$ cat src/rtl/rf_pkg.sv
// Shared definitions for the register-file write arbiter: default widths,
// pending-slot state encoding and requester ids.
package rf_pkg;

  localparam int AW_DEF = 5;
  localparam int DW_DEF = 32;

  localparam logic [0:0] SLOT_EMPTY   = 1'b0;
  localparam logic [0:0] SLOT_PENDING = 1'b1;

  typedef enum logic [1:0] {
    REQ_NONE = 2'd0,
    REQ_WB   = 2'd1,
    REQ_INT  = 2'd2,
    REQ_EXC  = 2'd3
  } req_id_e;

endpackage

$ cat src/rtl/rf_pend_slot.sv
// One-entry parking slot for a deferred register write (INT or EXC link write),
// with a wait counter that raises starve after MAX_WAIT ungranted cycles.
module rf_pend_slot
  import rf_pkg::*;
#(
  parameter int AW       = AW_DEF,
  parameter int DW       = DW_DEF,
  parameter int MAX_WAIT = 4
) (
  input  logic          clk,
  input  logic          rst,
  input  logic          fill,
  input  logic [AW-1:0] fill_addr,
  input  logic [DW-1:0] fill_data,
  input  logic          grant,
  input  logic          clear,
  output logic          pending,
  output logic          ready,
  output logic          starve,
  output logic [AW-1:0] addr,
  output logic [DW-1:0] data
);

  localparam int CW = (MAX_WAIT < 1) ? 1 : $clog2(MAX_WAIT + 1);
  localparam logic [CW-1:0] WAIT_MAX = CW'(MAX_WAIT);

  logic [0:0]    state_r;
  logic [CW-1:0] wait_r;
  logic [AW-1:0] addr_r;
  logic [DW-1:0] data_r;

  // Slot state, payload and saturating wait counter.
  always_ff @(posedge clk) begin
    if (rst) begin
      state_r <= SLOT_EMPTY;
      wait_r  <= '0;
      addr_r  <= '0;
      data_r  <= '0;
    end else begin
      case (state_r)
        SLOT_EMPTY: begin
          if (fill) begin
            state_r <= SLOT_PENDING;
            addr_r  <= fill_addr;
            data_r  <= fill_data;
            wait_r  <= '0;
          end
        end
        SLOT_PENDING: begin
          if (grant || clear) begin
            state_r <= SLOT_EMPTY;
            wait_r  <= '0;
          end else if (wait_r != WAIT_MAX) begin
            wait_r <= wait_r + CW'(1);
          end
        end
        default: begin
          state_r <= SLOT_EMPTY;
          wait_r  <= '0;
        end
      endcase
    end
  end

  assign pending = (state_r == SLOT_PENDING);
  assign ready   = (state_r == SLOT_EMPTY);
  assign starve  = pending && (wait_r == WAIT_MAX);
  assign addr    = addr_r;
  assign data    = data_r;

endmodule

$ cat src/rtl/rf_write_arbiter.sv
// Register-file write-port arbiter for WB, INT and EXC writes with starvation
// guard. Lookup ports are live only when RF_WRITE_BYPASS_EN is defined.
module rf_write_arbiter
  import rf_pkg::*;
#(
  parameter int AW       = AW_DEF,
  parameter int DW       = DW_DEF,
  parameter int MAX_WAIT = 4
) (
  input  logic          clk,
  input  logic          rst,
  input  logic          wb_valid,
  output logic          wb_ready,
  input  logic [AW-1:0] wb_addr,
  input  logic [DW-1:0] wb_data,
  input  logic          int_valid,
  output logic          int_ready,
  input  logic [AW-1:0] int_addr,
  input  logic [DW-1:0] int_data,
  input  logic          exc_valid,
  output logic          exc_ready,
  input  logic [AW-1:0] exc_addr,
  input  logic [DW-1:0] exc_data,
  output logic          rf_we,
  output logic [AW-1:0] rf_waddr,
  output logic [DW-1:0] rf_wdata,
  input  logic [AW-1:0] lk_addr0,
  input  logic [AW-1:0] lk_addr1,
  output logic          lk_hit0,
  output logic          lk_hit1,
  output logic [DW-1:0] lk_data0,
  output logic [DW-1:0] lk_data1
);

  logic          int_pend_s, int_starve_s, int_fill_s, int_clear_s, int_grant_s;
  logic          exc_pend_s, exc_starve_s, exc_fill_s, exc_clear_s, exc_grant_s;
  logic [AW-1:0] int_addr_r, exc_addr_r;
  logic [DW-1:0] int_data_r, exc_data_r;
  logic          wb_live_s, int_acc_s, exc_live_s, rr_flip_s;
  logic          rr_exc_r;
  req_id_e       gnt_id_s;

  assign wb_ready   = ~(int_starve_s | exc_starve_s);
  assign wb_live_s  = wb_valid && wb_ready && (wb_addr != '0);
  assign int_acc_s  = int_valid && int_ready && (int_addr != '0);
  assign exc_live_s = exc_valid && exc_ready && (exc_addr != '0);

  // WB is newest, then EXC, then INT: an older same-address write is dropped.
  assign exc_fill_s  = exc_live_s && !(wb_live_s && (wb_addr == exc_addr));
  assign int_fill_s  = int_acc_s && !(wb_live_s && (wb_addr == int_addr))
                                 && !(exc_live_s && (exc_addr == int_addr));
  assign int_clear_s = (wb_live_s && (wb_addr == int_addr_r))
                    || (exc_live_s && (exc_addr == int_addr_r));
  assign exc_clear_s = wb_live_s && (wb_addr == exc_addr_r);

  rf_pend_slot #(.AW(AW), .DW(DW), .MAX_WAIT(MAX_WAIT)) u_int_slot (
    .clk       (clk),
    .rst       (rst),
    .fill      (int_fill_s),
    .fill_addr (int_addr),
    .fill_data (int_data),
    .grant     (int_grant_s),
    .clear     (int_clear_s),
    .pending   (int_pend_s),
    .ready     (int_ready),
    .starve    (int_starve_s),
    .addr      (int_addr_r),
    .data      (int_data_r)
  );

  rf_pend_slot #(.AW(AW), .DW(DW), .MAX_WAIT(MAX_WAIT)) u_exc_slot (
    .clk       (clk),
    .rst       (rst),
    .fill      (exc_fill_s),
    .fill_addr (exc_addr),
    .fill_data (exc_data),
    .grant     (exc_grant_s),
    .clear     (exc_clear_s),
    .pending   (exc_pend_s),
    .ready     (exc_ready),
    .starve    (exc_starve_s),
    .addr      (exc_addr_r),
    .data      (exc_data_r)
  );

  // Single winner per cycle: live WB, else round-robin between pending slots.
  always_comb begin
    gnt_id_s = REQ_NONE;
    if (wb_live_s) begin
      gnt_id_s = REQ_WB;
    end else if (int_pend_s && exc_pend_s) begin
      if (rr_exc_r) begin
        gnt_id_s = REQ_EXC;
      end else begin
        gnt_id_s = REQ_INT;
      end
    end else if (int_pend_s) begin
      gnt_id_s = REQ_INT;
    end else if (exc_pend_s) begin
      gnt_id_s = REQ_EXC;
    end else begin
      gnt_id_s = REQ_NONE;
    end
  end

  assign int_grant_s = (gnt_id_s == REQ_INT);
  assign exc_grant_s = (gnt_id_s == REQ_EXC);
  // Pointer moves only on contested slot grants, so a drained pair hands the next pair to the loser.
  assign rr_flip_s   = !wb_live_s && int_pend_s && exc_pend_s;

  // Registered write port and round-robin pointer.
  always_ff @(posedge clk) begin
    if (rst) begin
      rf_we    <= 1'b0;
      rf_waddr <= '0;
      rf_wdata <= '0;
      rr_exc_r <= 1'b0;
    end else begin
      if (rr_flip_s) begin
        rr_exc_r <= ~rr_exc_r;
      end
      case (gnt_id_s)
        REQ_WB: begin
          rf_we    <= 1'b1;
          rf_waddr <= wb_addr;
          rf_wdata <= wb_data;
        end
        REQ_INT: begin
          rf_we    <= 1'b1;
          rf_waddr <= int_addr_r;
          rf_wdata <= int_data_r;
        end
        REQ_EXC: begin
          rf_we    <= 1'b1;
          rf_waddr <= exc_addr_r;
          rf_wdata <= exc_data_r;
        end
        default: begin
          rf_we <= 1'b0;
        end
      endcase
    end
  end

`ifdef RF_WRITE_BYPASS_EN
  function automatic logic [DW:0] lookup(input logic [AW-1:0] a);
    logic [DW:0] r;
    r = '0;
    if (a == '0) begin
      r = '0;
    end else if (exc_pend_s && (exc_addr_r == a)) begin
      r = {1'b1, exc_data_r};
    end else if (int_pend_s && (int_addr_r == a)) begin
      r = {1'b1, int_data_r};
    end else if (rf_we && (rf_waddr == a)) begin
      r = {1'b1, rf_wdata};
    end else begin
      r = '0;
    end
    return r;
  endfunction

  // Bypass lookup against slots and the in-flight write register.
  always_comb begin
    {lk_hit0, lk_data0} = lookup(lk_addr0);
    {lk_hit1, lk_data1} = lookup(lk_addr1);
  end
`else
  logic unused_lk_s;
  assign unused_lk_s = ^{lk_addr0, lk_addr1};
  assign lk_hit0  = 1'b0;
  assign lk_hit1  = 1'b0;
  assign lk_data0 = '0;
  assign lk_data1 = '0;
`endif

endmodule

$ cat config.mk
export PLATFORM = sky130hd
export DESIGN_NAME = rf_write_arbiter
export DESIGN_NICKNAME = d
export VERILOG_FILES = /design/src/rtl/rf_pkg.sv /design/src/rtl/rf_pend_slot.sv /design/src/rtl/rf_write_arbiter.sv
export SDC_FILE = /design/constraint.sdc
export NUM_CORES = 1
export LEC_CHECK = 0
export ABC_CLOCK_PERIOD_IN_PS = 3070
export CAP_MARGIN = 20
export CORE_MARGIN = 4
export CORE_UTILIZATION = 25
export DETAILED_ROUTE_END_ITERATION = 8
export SLEW_MARGIN = 10
export SYNTH_ARGS = -nofsm -noshare
export SYNTH_HDL_FRONTEND = slang
export SYNTH_SLANG_ARGS = --single-unit
$ cat constraint.sdc
create_clock -name clk -period 3.07 [get_ports clk]
set_clock_uncertainty 0.15 [all_clocks]
set_input_delay 0.4605 -clock clk [delete_from_list [all_inputs] [get_ports clk]]
set_output_delay 0.4605 -clock clk [all_outputs]
set_load 0.01 [all_outputs]
==> metrics <==
FMAX=~0.36 GHz; Mapped Cells=639; count leader, synth=dfxtp_1; Seq/Total Area, Yosys=0.416; setup tns final=0 ns; vias in the first global route=between 4000 and 5000; origin of the critical flop-to-flop path=u_int_slot.pending$_SDFF_PP0_; Clk Latency, worst-skew pair=0.41 ns; Ys Warns=0; vias after detailed routing=roughly 4800; number of max-cap violations=0; Total Routing Usage GR=0.125; R2R setup slack=0.56 ns; CTS buffer count=17; Max Root-Sink Buffers=2; drt pass-1 iters=6; synth top area cells=dfxtp_1 (42%), mux2i_1 (13%), buf_4 (9.4%), nor2_1 (7.5%), a311oi_1 (5.6%); Worst Hold Margin=0.321 ns; Avg Inst Size Synth=9.12 um2; CTS HTree Levels=4; Final Max Slew Viols=0; post-synth top area share=0.416; die area=25800 um2; Ant. Diodes=0; Final #Nets=921; Post-CTS Hold Buffers=0; total clock sinks=121; Lkg Pwr=between 3 and 4 nW; Die Height=161 um; Post-synth ARST share=0; postcts setup bufs=0; first-pass GRT wire length=25.8 mm; final hold violations=0; Post-synth top flop=dfxtp_1; Synth Register Bits=121; WS Path Type=reg2out; Iter 0 DRT Violations=217; hold path endpoint=rf_wdata[17]$_SDFFE_PP0P_; Worst VDD drop=roughly 360 uV; synth unique cells=45; post-route ant nets=0; Final Util=0.362; final setup fails=0; R2R cell count=8; io pins=233; area leader, netlist=dfxtp_1; Commonest cells post-synth=dfxtp_1 (121), nor2_1 (117), mux2i_1 (75), buf_4 (73), nand2_1 (43); CP Launch Type=flip-flop; layout cells sized above 1=0.0821; hold_sp=u_int_slot.data[17]$_SDFFE_PP0P_; final WL=16.5 mm; # rows=55; CTS tree=done; IO buf count=about 160; Final WS setup=~0.27 ns; Final HPWL DP=between 10 and 15 mm; Initial Util=0.256; status=completed; Post-synth EDFFs=0; Pwr Density=584 nW/um2; Routed WL per cell=14.8 um; worst relative slew slack=0.637; initial antenna violation count=1; Area Growth Syn to Fin=41.6%; hold path depth=2; CTS clock-pin slew for the worst setup and hold paths=0.06 ns; Required @ worst endpoint=around 2.5 ns; post-cts resize count=0; Placeable Area=approximately 23000 um2; worst slew pin tran=0.531 ns; GR Overflow Total=0; Worst EP arrival=2.19 ns; unrepaired setup endpoints after global routing=no; Hold Crit Class=reg2reg; Die Width=~160 um; fillers=roughly 2300; CP max FO=7; Period Utilization, post-route=0.911; mapped cell area=about 5800 um2; DR DRC count=0; Root Driver=clkbuf_16; largest net degree at the start of global routing=75; Period minus WS final=2.80 ns; Reg-to-Reg End=rf_wdata[14]$_SDFFE_PP0P_; crit end category=output pin; via/cell ratio=4.27; pre-CTS WS=0.117 ns; gpl congestion=0.769
==> worst max-delay path: stages (launching register included) <==
cell	delay, ns
dfxtp_1	0.48
inv_1	0.22
o22ai_1	0.35
inv_1	0.21
clkdlybuf4s50_1	0.53
==> state kept, by name (all words and copies together), names as in the netlist <==
name,flops
u_exc_slot.wait_r,3
u_int_slot.data,32
rf_we,1
rf_waddr,5
u_exc_slot.data,32
u_exc_slot.pending,1
rf_wdata,32
u_int_slot.pending,1
u_int_slot.addr,5
rr_exc_r,1
u_exc_slot.addr,5
u_int_slot.wait_r,3
==> placed cells by master (no fill, tap or decap), types with 5 or more instances in the layout <==
| cell type | count |
|---|---|
| nor2_1 | 117 |
| xor2_1 | 15 |
| buf_4 | 18 |
| dfxtp_1 | 121 |
| buf_12 | 8 |
| conb_1 | 66 |
| clkdlybuf4s50_1 | 155 |
| a22oi_1 | 37 |
| a311oi_1 | 37 |
| nand2_1 | 43 |
| mux2i_1 | 75 |
| xnor2_1 | 17 |
| nor3_1 | 5 |
| clkbuf_16 | 17 |
| inv_1 | 8 |
| nand3_1 | 6 |
==> routing by layer <==
metal / vias up / wire [um] / global-route usage
li1: 2397 / - / -
met1: 2195 / 7240 / 0.152
met2: 155 / 7640 / 0.204
met3: 24 / 1330 / 0.0498
met4: 2 / 294 / 0.0415
met5: - / 8 / 0
==> power breakdown <==
group	switching, mW	total [mW]	internal [mW]
clock	0.730	2.13	1.40
combinational	0.435	0.907	0.472
sequential	0.0785	1.78	1.71
total	1.24	4.82	3.58
==> cells by family (layout without fill, tap and decap cells) <==
family	after synthesis	after routing	share of synthesized area
xor+xnor	32	32	0.0481
flops	121	121	0.416
buf+inv	121	221	0.131
compound gates	98	98	0.136
simple gates	187	187	0.132
mux	75	75	0.129
other cells	1	66	0.000643
fa+ha+maj	4	4	0.00859
==> worst max-delay path by stage <==
stage / slack [ns] / from / end / cells past startpoint
floorplan: 0.55 / wb_addr[3] / u_int_slot.data[10]$_SDFFE_PP0P_ / 9
global placement: 0.13 / exc_addr[1] / u_int_slot.data[12]$_SDFFE_PP0P_ / 9
detailed placement: 0.12 / wb_addr[2] / rf_wdata[14]$_SDFFE_PP0P_ / 8
CTS: 0.22 / u_int_slot.pending$_SDFF_PP0_ / wb_ready / 4
global route: 0.13 / u_int_slot.pending$_SDFF_PP0_ / wb_ready / 4
finish: 0.27 / u_int_slot.pending$_SDFF_PP0_ / wb_ready / 4
==> stage by stage <==
step	power, mW	instance area (um2)	cells
floorplan	2.35	6070	704
global placement	2.73	7620	1085
detailed placement	2.73	7620	1085
CTS	4.89	8250	1117
global route	5.05	8250	1117
finish	4.82	8250	1117
==> final cells by class <==
class                      count  area (um2)  share of cell area
clock inverter                12         173              0.0209
sequential                   121        2420               0.293
clock buffer                  20         457              0.0553
inverter                       8        30.0             0.00364
tap                          313         392              0.0474
timing repair buffer         181        1850               0.224
multi-input combinational    462        2930               0.355
Note: power is estimated with default switching activity, not from simulation.
